--- src/rtl/isqrt_arbiter_pkg.sv ---
// Shared types for the isqrt arbiter: FSM state encoding and a width helper.
package isqrt_arbiter_pkg;

  typedef enum logic [1:0] {
    ST_IDLE = 2'd0,
    ST_RUN  = 2'd1,
    ST_DONE = 2'd2
  } state_t;

  // Used to size the core's step counter as clog2(RW+1).
  function automatic int clog2(input int v);
    int w;
    w = 0;
    while ((1 << w) < v) w++;
    return w;
  endfunction

endpackage

--- src/rtl/isqrt_arbiter_if.sv ---
// Request/response bundle between two requesters and the shared isqrt engine.
// rsp_rem exists only when ISQRT_REMAINDER_EN is defined.
interface isqrt_arbiter_if #(
  parameter int DW = 14
);
  localparam int RW = DW / 2;

  logic [1:0]    req_valid;
  logic [DW-1:0] req_data0;
  logic [DW-1:0] req_data1;
  logic [1:0]    req_ready;
  logic [1:0]    rsp_valid;
  logic [1:0]    rsp_ready;
  logic [RW-1:0] rsp_root;
`ifdef ISQRT_REMAINDER_EN
  logic [RW:0]   rsp_rem;
`endif
  logic          busy;

  modport master (
    output req_valid, req_data0, req_data1, rsp_ready,
    input  req_ready, rsp_valid, rsp_root, busy
`ifdef ISQRT_REMAINDER_EN
    , input rsp_rem
`endif
  );

  modport slave (
    input  req_valid, req_data0, req_data1, rsp_ready,
    output req_ready, rsp_valid, rsp_root, busy
`ifdef ISQRT_REMAINDER_EN
    , output rsp_rem
`endif
  );

endinterface

--- src/rtl/isqrt_arbiter_core.sv ---
// Bit-serial restoring integer square root: one root bit per cycle, MSB first, DW/2 cycles.
// rem_o is exported only with ISQRT_REMAINDER_EN; the remainder register is always live.
module isqrt_arbiter_core
  import isqrt_arbiter_pkg::*;
#(
  parameter int DW = 14
) (
  input  logic            clk,
  input  logic            rst_n,
  input  logic            start_i,
  input  logic [DW-1:0]   operand_i,
  output logic            last_o,
  output logic [DW/2-1:0] root_o
`ifdef ISQRT_REMAINDER_EN
  , output logic [DW/2:0] rem_o
`endif
);
  localparam int RW = DW / 2;
  localparam int CW = clog2(RW + 1);

  logic [DW-1:0] rad_q, rad_d;
  logic [RW:0]   rem_q, rem_d;
  logic [RW-1:0] root_q, root_d;
  logic [CW-1:0] cnt_q, cnt_d;

  logic [RW+2:0] ext;
  logic [RW+2:0] trial;
  logic          trial_neg;
  logic          trial_pad_unused;
  logic [RW:0]   trial_rem;
  logic [RW:0]   root_sh;

  // A non-negative trial is bounded by 2*root, so its bit RW+1 is always zero.
  assign ext   = {rem_q, rad_q[DW-1 -: 2]};
  assign trial = ext - {1'b0, root_q, 2'b01};
  assign {trial_neg, trial_pad_unused, trial_rem} = trial;
  assign root_sh = {root_q, ~trial_neg};

  always_comb begin
    rad_d  = rad_q;
    rem_d  = rem_q;
    root_d = root_q;
    cnt_d  = cnt_q;
    if (start_i) begin
      rad_d  = operand_i;
      rem_d  = '0;
      root_d = '0;
      cnt_d  = CW'(RW);
    end else if (cnt_q != '0) begin
      rad_d  = rad_q << 2;
      rem_d  = trial_neg ? ext[RW:0] : trial_rem;
      root_d = root_sh[RW-1:0];
      cnt_d  = cnt_q - CW'(1);
    end
  end

  always_ff @(posedge clk or negedge rst_n) begin
    if (!rst_n) begin
      rad_q  <= '0;
      rem_q  <= '0;
      root_q <= '0;
      cnt_q  <= '0;
    end else begin
      rad_q  <= rad_d;
      rem_q  <= rem_d;
      root_q <= root_d;
      cnt_q  <= cnt_d;
    end
  end

  assign last_o = (cnt_q == CW'(1));
  assign root_o = root_q;
`ifdef ISQRT_REMAINDER_EN
  assign rem_o  = rem_q;
`endif

endmodule

--- src/rtl/isqrt_arbiter.sv ---
// Round-robin share of one bit-serial isqrt core between two valid/ready requesters.
// Optional remainder output enabled by ISQRT_REMAINDER_EN.
module isqrt_arbiter
  import isqrt_arbiter_pkg::*;
#(
  parameter int DW = 14
) (
  input  logic           clk,
  input  logic           rst_n,
  isqrt_arbiter_if.slave bus
);
  localparam int RW = DW / 2;

  state_t        state_q, state_d;
  logic          ptr_q, ptr_d;
  logic          grant_q, grant_d;
  logic          pick;
  logic          start;
  logic          core_last;
  logic [DW-1:0] operand;
  logic [RW-1:0] core_root;
  logic [1:0]    req_ready_c;
  logic [1:0]    rsp_valid_c;
`ifdef ISQRT_REMAINDER_EN
  logic [RW:0]   core_rem;
`endif

  // Preferred requester wins if it is asking, otherwise the other one.
  assign pick    = bus.req_valid[ptr_q] ? ptr_q : ~ptr_q;
  assign operand = pick ? bus.req_data1 : bus.req_data0;

  always_comb begin
    state_d     = state_q;
    ptr_d       = ptr_q;
    grant_d     = grant_q;
    start       = 1'b0;
    req_ready_c = 2'b00;
    rsp_valid_c = 2'b00;
    unique case (state_q)
      ST_IDLE: begin
        if (bus.req_valid != 2'b00) begin
          req_ready_c[pick] = 1'b1;
          start             = 1'b1;
          grant_d           = pick;
          ptr_d             = ~pick;
          state_d           = ST_RUN;
        end
      end
      ST_RUN: begin
        if (core_last) state_d = ST_DONE;
      end
      ST_DONE: begin
        rsp_valid_c[grant_q] = 1'b1;
        if (bus.rsp_ready[grant_q]) state_d = ST_IDLE;
      end
      default: state_d = ST_IDLE;
    endcase
  end

  always_ff @(posedge clk or negedge rst_n) begin
    if (!rst_n) begin
      state_q <= ST_IDLE;
      ptr_q   <= 1'b0;
      grant_q <= 1'b0;
    end else begin
      state_q <= state_d;
      ptr_q   <= ptr_d;
      grant_q <= grant_d;
    end
  end

  isqrt_arbiter_core #(
    .DW(DW)
  ) u_core (
    .clk       (clk),
    .rst_n     (rst_n),
    .start_i   (start),
    .operand_i (operand),
    .last_o    (core_last),
    .root_o    (core_root)
`ifdef ISQRT_REMAINDER_EN
    , .rem_o   (core_rem)
`endif
  );

  assign bus.req_ready = req_ready_c;
  assign bus.rsp_valid = rsp_valid_c;
  assign bus.rsp_root  = core_root;
`ifdef ISQRT_REMAINDER_EN
  assign bus.rsp_rem   = core_rem;
`endif
  assign bus.busy      = (state_q != ST_IDLE);

endmodule

--- src/flat_wrapper.sv ---
// flat-port wrapper written by rule: the top's interface ports become plain ports
module isqrt_arbiter_flat import isqrt_arbiter_pkg::*;
#(
  parameter int DW = 14
)
  (clk, rst_n, bus_req_valid, bus_req_data0, bus_req_data1, bus_rsp_ready, bus_req_ready, bus_rsp_valid, bus_rsp_root, bus_busy);
  isqrt_arbiter_if #(.DW(DW)) bus_i ();
  input  logic clk;
  input  logic rst_n;
  input wire logic [$bits(bus_i.req_valid)-1:0] bus_req_valid;
  input wire logic [$bits(bus_i.req_data0)-1:0] bus_req_data0;
  input wire logic [$bits(bus_i.req_data1)-1:0] bus_req_data1;
  input wire logic [$bits(bus_i.rsp_ready)-1:0] bus_rsp_ready;
  output wire logic [$bits(bus_i.req_ready)-1:0] bus_req_ready;
  output wire logic [$bits(bus_i.rsp_valid)-1:0] bus_rsp_valid;
  output wire logic [$bits(bus_i.rsp_root)-1:0] bus_rsp_root;
  output wire logic [$bits(bus_i.busy)-1:0] bus_busy;
  assign bus_i.req_valid = bus_req_valid;
  assign bus_i.req_data0 = bus_req_data0;
  assign bus_i.req_data1 = bus_req_data1;
  assign bus_i.rsp_ready = bus_rsp_ready;
  assign bus_req_ready = bus_i.req_ready;
  assign bus_rsp_valid = bus_i.rsp_valid;
  assign bus_rsp_root = bus_i.rsp_root;
  assign bus_busy = bus_i.busy;
  isqrt_arbiter #(.DW(DW)) u_core (.clk(clk), .rst_n(rst_n), .bus(bus_i));
endmodule
--- config.mk ---
export PLATFORM = sky130hd
export DESIGN_NAME = isqrt_arbiter_flat
export DESIGN_NICKNAME = d
export VERILOG_FILES = /design/src/rtl/isqrt_arbiter_pkg.sv /design/src/rtl/isqrt_arbiter_if.sv /design/src/rtl/isqrt_arbiter_core.sv /design/src/rtl/isqrt_arbiter.sv /design/src/flat_wrapper.sv
export SDC_FILE = /design/constraint.sdc
export NUM_CORES = 1
export LEC_CHECK = 0
export CAP_MARGIN = 30
export CORE_AREA = 2 2 66 68
export CTS_CLUSTER_DIAMETER = 120
export DETAILED_ROUTE_END_ITERATION = 16
export DIE_AREA = 0 0 68 70
export PLACE_DENSITY = 0.79
export SYNTH_ARGS = -nofsm -noshare
export SYNTH_HDL_FRONTEND = slang
export SYNTH_SLANG_ARGS = --single-unit
--- constraint.sdc ---
create_clock -name clk -period 4.3 [get_ports clk]
set_input_delay 0.43 -clock clk [delete_from_list [all_inputs] [get_ports clk]]
set_output_delay 0.43 -clock clk [all_outputs]
set_load 0.005 [all_outputs]
# [Yosys cells after proc, flatten, opt, wreduce, memory -nomap -nowiden]
# Cells that the tools add are included.
[word_totals] inputBits=34 regBits=36 wordCells=60 out_inout_bits=12
[classes] n_addsub=2 n_mux=28 eq_ne=6 magnitude_cmp=5 n_reduce_logical=9 bitwise=3
[op_table] op="$mux W14" count=3
[op_table] op="$mux W8" count=3
[op_table] op="$mux W7" count=2
[op_table] op="$mux W2" count=6
[op_table] op="$sub A10 B9 Y10" count=1
[op_table] op="$mux W1" count=9
[op_table] op="$lt A1 B2 Y1 const B" count=3
[op_table] op="$mux W3" count=2
[op_table] op="$ne A2 B1 Y1 const B" count=3
[op_table] op="$pmux W2 S3" count=1
[op_table] op="$reduce_bool A2 Y1" count=3
[op_table] op="$eq A3 B1 Y1 const B" count=1
[op_table] op="$not A1 Y1" count=3
[op_table] op="$reduce_and A3 Y1" count=1
[op_table] op="$reduce_bool A3 Y1" count=1
[op_table] op="$sub A3 B1 Y3 const B" count=1
[op_table] op="$demux W1 S1" count=2
[op_table] op="$eq A2 B1 Y1 const B" count=1
[op_table] op="$eq A2 B2 Y1 const B" count=1
[op_table] op="$ge A1 B1 Y1 const B" count=2
[op_table] op="$logic_and A1 B1 Y1" count=2
[op_table] op="$logic_not A2 Y1" count=1
[op_table] op="$reduce_and A2 Y1" count=1

# [Logic depth before layout (Yosys ltp)]
[logic_depth] word_depth=9 mapped_depth=9 mapped_depth_nobuf=8

# [Modules after synthesis]
# A second synthesis with hierarchy kept.
[hier_totals] cells_unflattened=242 hier_area_um2=2297.2
[by_module_without_submodules] module="isqrt_arbiter_core" seq_area_each_um2=800.8 n_inst=1 area_each_um2=1841.8 cells_each=202
[by_module_without_submodules] module="isqrt_arbiter" seq_area_each_um2=100.1 n_inst=1 area_each_um2=455.4 cells_each=40

# [Least setup slack after synthesis]
# No wires, ideal clock.
[synth_path] path_kind="flip-flop to flip-flop" startpoint="register u_core.u_core.root_q[4], in the netlist u_core.u_core.root_o[4]" endpoint="register u_core.u_core.rem_q[1]" required_time_ns=4.227 stages_incl_launch_ff=9 t_arrival_ns=2.088 setup_slack_ns=2.139 path_cell_list="dfrtp_1 -> inv_1 -> ha_1 -> a21oi_2 -> a21oi_1 -> a2111o_1 -> nand3_4 -> mux2_4 -> a21oi_2"
[synth_between] elab_chain_len=4
[synth_rtl] item="from (decl)" line_no="isqrt_arbiter_core.sv:23" rtl="logic [RW-1:0] root_q, root_d;"
[synth_rtl] item="from (signal assigned)" line_no="isqrt_arbiter_core.sv:66" rtl="root_q <= root_d;"
[synth_rtl] item="$sub A10 B9 Y10" line_no="isqrt_arbiter_core.sv:35" rtl="assign trial = ext - {1'b0, root_q, 2'b01};"
[synth_rtl] item="$mux W8" line_no="isqrt_arbiter_core.sv:51" rtl="rem_d = trial_neg ? ext[RW:0] : trial_rem;"
[synth_rtl] item="$mux W8" line_no="isqrt_arbiter_core.sv:49" rtl="end else if (cnt_q != '0) begin"
[synth_rtl] item="$mux W8" line_no="isqrt_arbiter_core.sv:44" rtl="if (start_i) begin"
[synth_rtl] item="to (signal assigned)" line_no="isqrt_arbiter_core.sv:65" rtl="rem_q <= rem_d;"
[synth_rtl] item="to (decl)" line_no="isqrt_arbiter_core.sv:22" rtl="logic [RW:0] rem_q, rem_d;"
# No other way between the ends. The select of a mux whose other input is x is not followed.
# A chain may end at the register's enable or synchronous reset.

# [Worst setup path after layout]
[layout_path] startpoint="register u_core.state_q[0]" endpoint="output bus_req_ready[0]"
[layout_between] elab_chain_len=2
[layout_rtl] item="from (decl)" line_no="isqrt_arbiter.sv:14" rtl="state_t state_q, state_d;"
[layout_rtl] item="from (signal assigned)" line_no="isqrt_arbiter.sv:66" rtl="state_q <= state_d;"
[layout_rtl] item="$logic_not A2 Y1" line_no="isqrt_arbiter.sv:39" rtl="unique case (state_q)"
[layout_rtl] item="$mux W2" line_no="isqrt_arbiter.sv:39"
[layout_rtl] item="to (decl)" line_no="flat_wrapper.sv:14" rtl="output wire logic [$bits(bus_i.req_ready)-1:0] bus_req_ready;"
# No other way between the ends.

==> metrics.csv <==
metric,value,unit
regArea,901,sq um
final_nets,325,
grt-ovfl-total,0,
cts_tree,done,
maxCapViolCount,0,
total_leakage_power,1.19,nW
period_share,0.558,
worstSetupPathType,reg2out,
cts_inserted_buffers,5,
crit_fanout,16,
powerDensity,832,nW/um^2
yosysUniqueCellTypes,40,
worstPathArrival,1.97,ns
synth_edf_count,0,
r2r_slack,1.95,ns
synth_area,2110,sq um
place_inst,325,
grtUsageTotal,0.225,
worst_slew_pin_slew,1.00,ns
core_area,4140,sq um
holdPathEnd,u_core.u_core.cnt_q[1]$_DFFE_PN0P_,
outcome,"finished, final reports clean",
yosys_register_bits,36,
wirelength,4940,um
die_w,68,um
setup_slack,1.90,ns
synthFlopType,dfrtp_1,
place.port_buffers,45,
syn_avg_cell_area,9.01,sq um
dieArea,4760,sq um
area_growth,29.3,%
clock-sinks,36,
fill_cells,362,
cp-end-kind,primary output,
maxSlewHeadroom,0.328,
hp-class,reg2reg,
antenna_found_initial,0,
async_flop_share,1.00,
slew_violations,0,
slowest_delay,0.52,ns
ff2ff_path_depth,8,
routed-via-count,1922,
hold_violations,0,
clock-skew-final,0.00676,ns
place_ws,1.96,ns
avgViaCountPerCell,5.77,
htreeDepth,2,
cts_buffer_depth,2,
crit_slowest_cell,clkdlybuf4s50_1,
layout.cells.non_filler,333,
ios,46,
num_rows,24,
grt_pass1_wl,8160,um
r2r_end,u_core.u_core.rem_q[1]$_DFFE_PN0P_,
post_cts_resized,0,
drc_errors,0,
first_pass_iters,7,
worst_setup_path_start_kind,flip-flop,
netlist_instances,234,
hold_depth,2,
fin_tns_setup,0,ns
initial_core_util,0.509,
timing.rr.start,u_core.u_core.root_o[4]$_DFFE_PN0P_,
path_cells,nor2_1 > inv_2 > a211oi_2 > buf_4 > clkdlybuf4s50_1,
fin_area,2730,sq um
worst_ir_drop_vdd,0.000383,V
crit_start,u_core.state_q[0]$_DFFE_PN0P_,
yosysSeqAreaShare,0.427,
period_needed,2.40,ns
post_drt_wl_per_cell,14.8,um
rsz0062_at_grt,no,
grt_max_degree,37,
syn-num-nets,279,
ys.warnings.count,0,
fmax,0.416,GHz
grt_pass1_vias,1835,
drive_above_1_share,0.0890,
setup_viol,0,
multiInputGateArea,1100,sq um
clkLatencyLatePin,0.29,ns
detail-route-antenna-nets,0,
post_cts_buffers,0,
worstPathRequired,3.87,ns
die_h,70,um
diodes,0,
min-delay-start,u_core.u_core.cnt_q[1]$_DFFE_PN0P_,
cts_root_buffer,clkbuf_8,
placed_cell_area,2620,sq um
cts_hold_buffers,0,
gp_congestion,0.778,
clk_pin_slew,0.07,ns
dp_hpwl,3440,um
first_iter_violations,139,
-- critical path, delay by kind of cell (launching register included) --
| family | cells | cell delay [ns] |
|---|---|---|
| buffers and inverters | 3 | 0.85 |
| flip-flops | 1 | 0.43 |
| AO/OA/AOI/OAI | 1 | 0.19 |
| AND/OR/NAND/NOR | 1 | 0.22 |
-- metrics by stage --
step,total power [W],hold slack (ns),utilization
finish,0.00227,0.512,0.658
global route,0.00247,0.566,0.658
CTS,0.00227,0.516,0.658
detailed placement,0.00197,0.497,0.632
global placement,0.00194,0.484,0.632
floorplan,0.00163,0.134,-
-- state kept, by name, summed over array words and instances, names as in the netlist --
register / count
u_core.u_core.cnt_q: 3
u_core.grant_q: 1
u_core.state_q: 2
u_core.ptr_q: 1
u_core.u_core.rem_q: 8
u_core.u_core.root_o: 7
u_core.u_core.rad_q: 14
-- how the worst max path moves through the flow --
stage | depth (start not counted) | slack, ns | to
final | 5 | 1.90 | bus_req_ready[0]
after CTS | 5 | 1.87 | bus_req_ready[0]
after detailed placement | 5 | 1.96 | bus_req_ready[0]
after global routing | 5 | 1.78 | bus_req_ready[0]
after floorplan | 8 | 2.14 | u_core.u_core.rem_q[1]$_DFFE_PN0P_
after global placement | 5 | 1.99 | bus_req_ready[0]
-- layout by cell type, fill, tap and decap left out, types with 3 or more instances in the layout --
master           instances
ha_1                    11
o21ai_1                  5
nand3_1                  3
nor3_1                   4
o21ai_0                  9
a31oi_1                  3
clkdlybuf4s50_1         45
nand2_1                 31
a21oi_1                 30
inv_1                   14
mux2i_1                  4
inv_2                    3
a222oi_1                10
clkbuf_8                 5
a211oi_2                 3
xnor2_1                  4
dfrtp_1                 36
buf_4                    5
nor2_1                  22
-- layer usage --
metal,up-vias,share of wire,GRT usage
met5,-,0,0
met4,0,0.0093,0.0667
met3,4,0.040,0.0354
met2,61,0.51,0.372
met1,923,0.44,0.300
li1,934,-,-
-- final cells by class --
cell class | count | share of cell area
repair buffers | 50 | 0.179
inverters | 17 | 0.0234
flip-flops and latches | 36 | 0.330
multi-input cells | 170 | 0.404
well taps | 52 | 0.0239
clock buffers | 6 | 0.0266
clock inverters | 2 | 0.0128
-- cell families (layout without fill, tap and decap cells) --
family | Yosys count | in the layout | synth area share
XOR/XNOR | 6 | 6 | 0.0249
adder cells (fa/ha/maj) | 11 | 11 | 0.0653
AO/OA/AOI/OAI | 77 | 77 | 0.253
multiplexers | 5 | 5 | 0.0261
AND/OR/NAND/NOR | 71 | 71 | 0.153
buffers and inverters | 28 | 75 | 0.0504
flip-flops | 36 | 36 | 0.427
-- synthesized netlist by cell type (3+ instances only) --
| cell | instances | area share |
|---|---|---|
| nor2_1 | 22 | 0.039 |
| inv_1 | 14 | 0.025 |
| a211oi_2 | 3 | 0.018 |
| nand3_1 | 3 | 0.0071 |
| xnor2_1 | 4 | 0.017 |
| nand2_1 | 31 | 0.055 |
| dfrtp_1 | 36 | 0.43 |
| a21oi_1 | 30 | 0.071 |
| clkbuf_1 | 10 | 0.018 |
| ha_1 | 11 | 0.065 |
| o21ai_0 | 9 | 0.021 |
| a222oi_1 | 10 | 0.047 |
| mux2i_1 | 4 | 0.019 |
| a31oi_1 | 3 | 0.0089 |
| inv_2 | 3 | 0.0053 |
| o21ai_1 | 5 | 0.012 |
| nor3_1 | 4 | 0.0095 |
-- power breakdown --
| part | switching (W) | total (W) | internal, W |
|---|---|---|---|
| registers | 0.000128 | 0.000630 | 0.000501 |
| clock network | 0.000120 | 0.000292 | 0.000172 |
| logic | 0.000704 | 0.00135 | 0.000643 |
| total | 0.000952 | 0.00227 | 0.00132 |
Power figures use the tool's default switching activity.
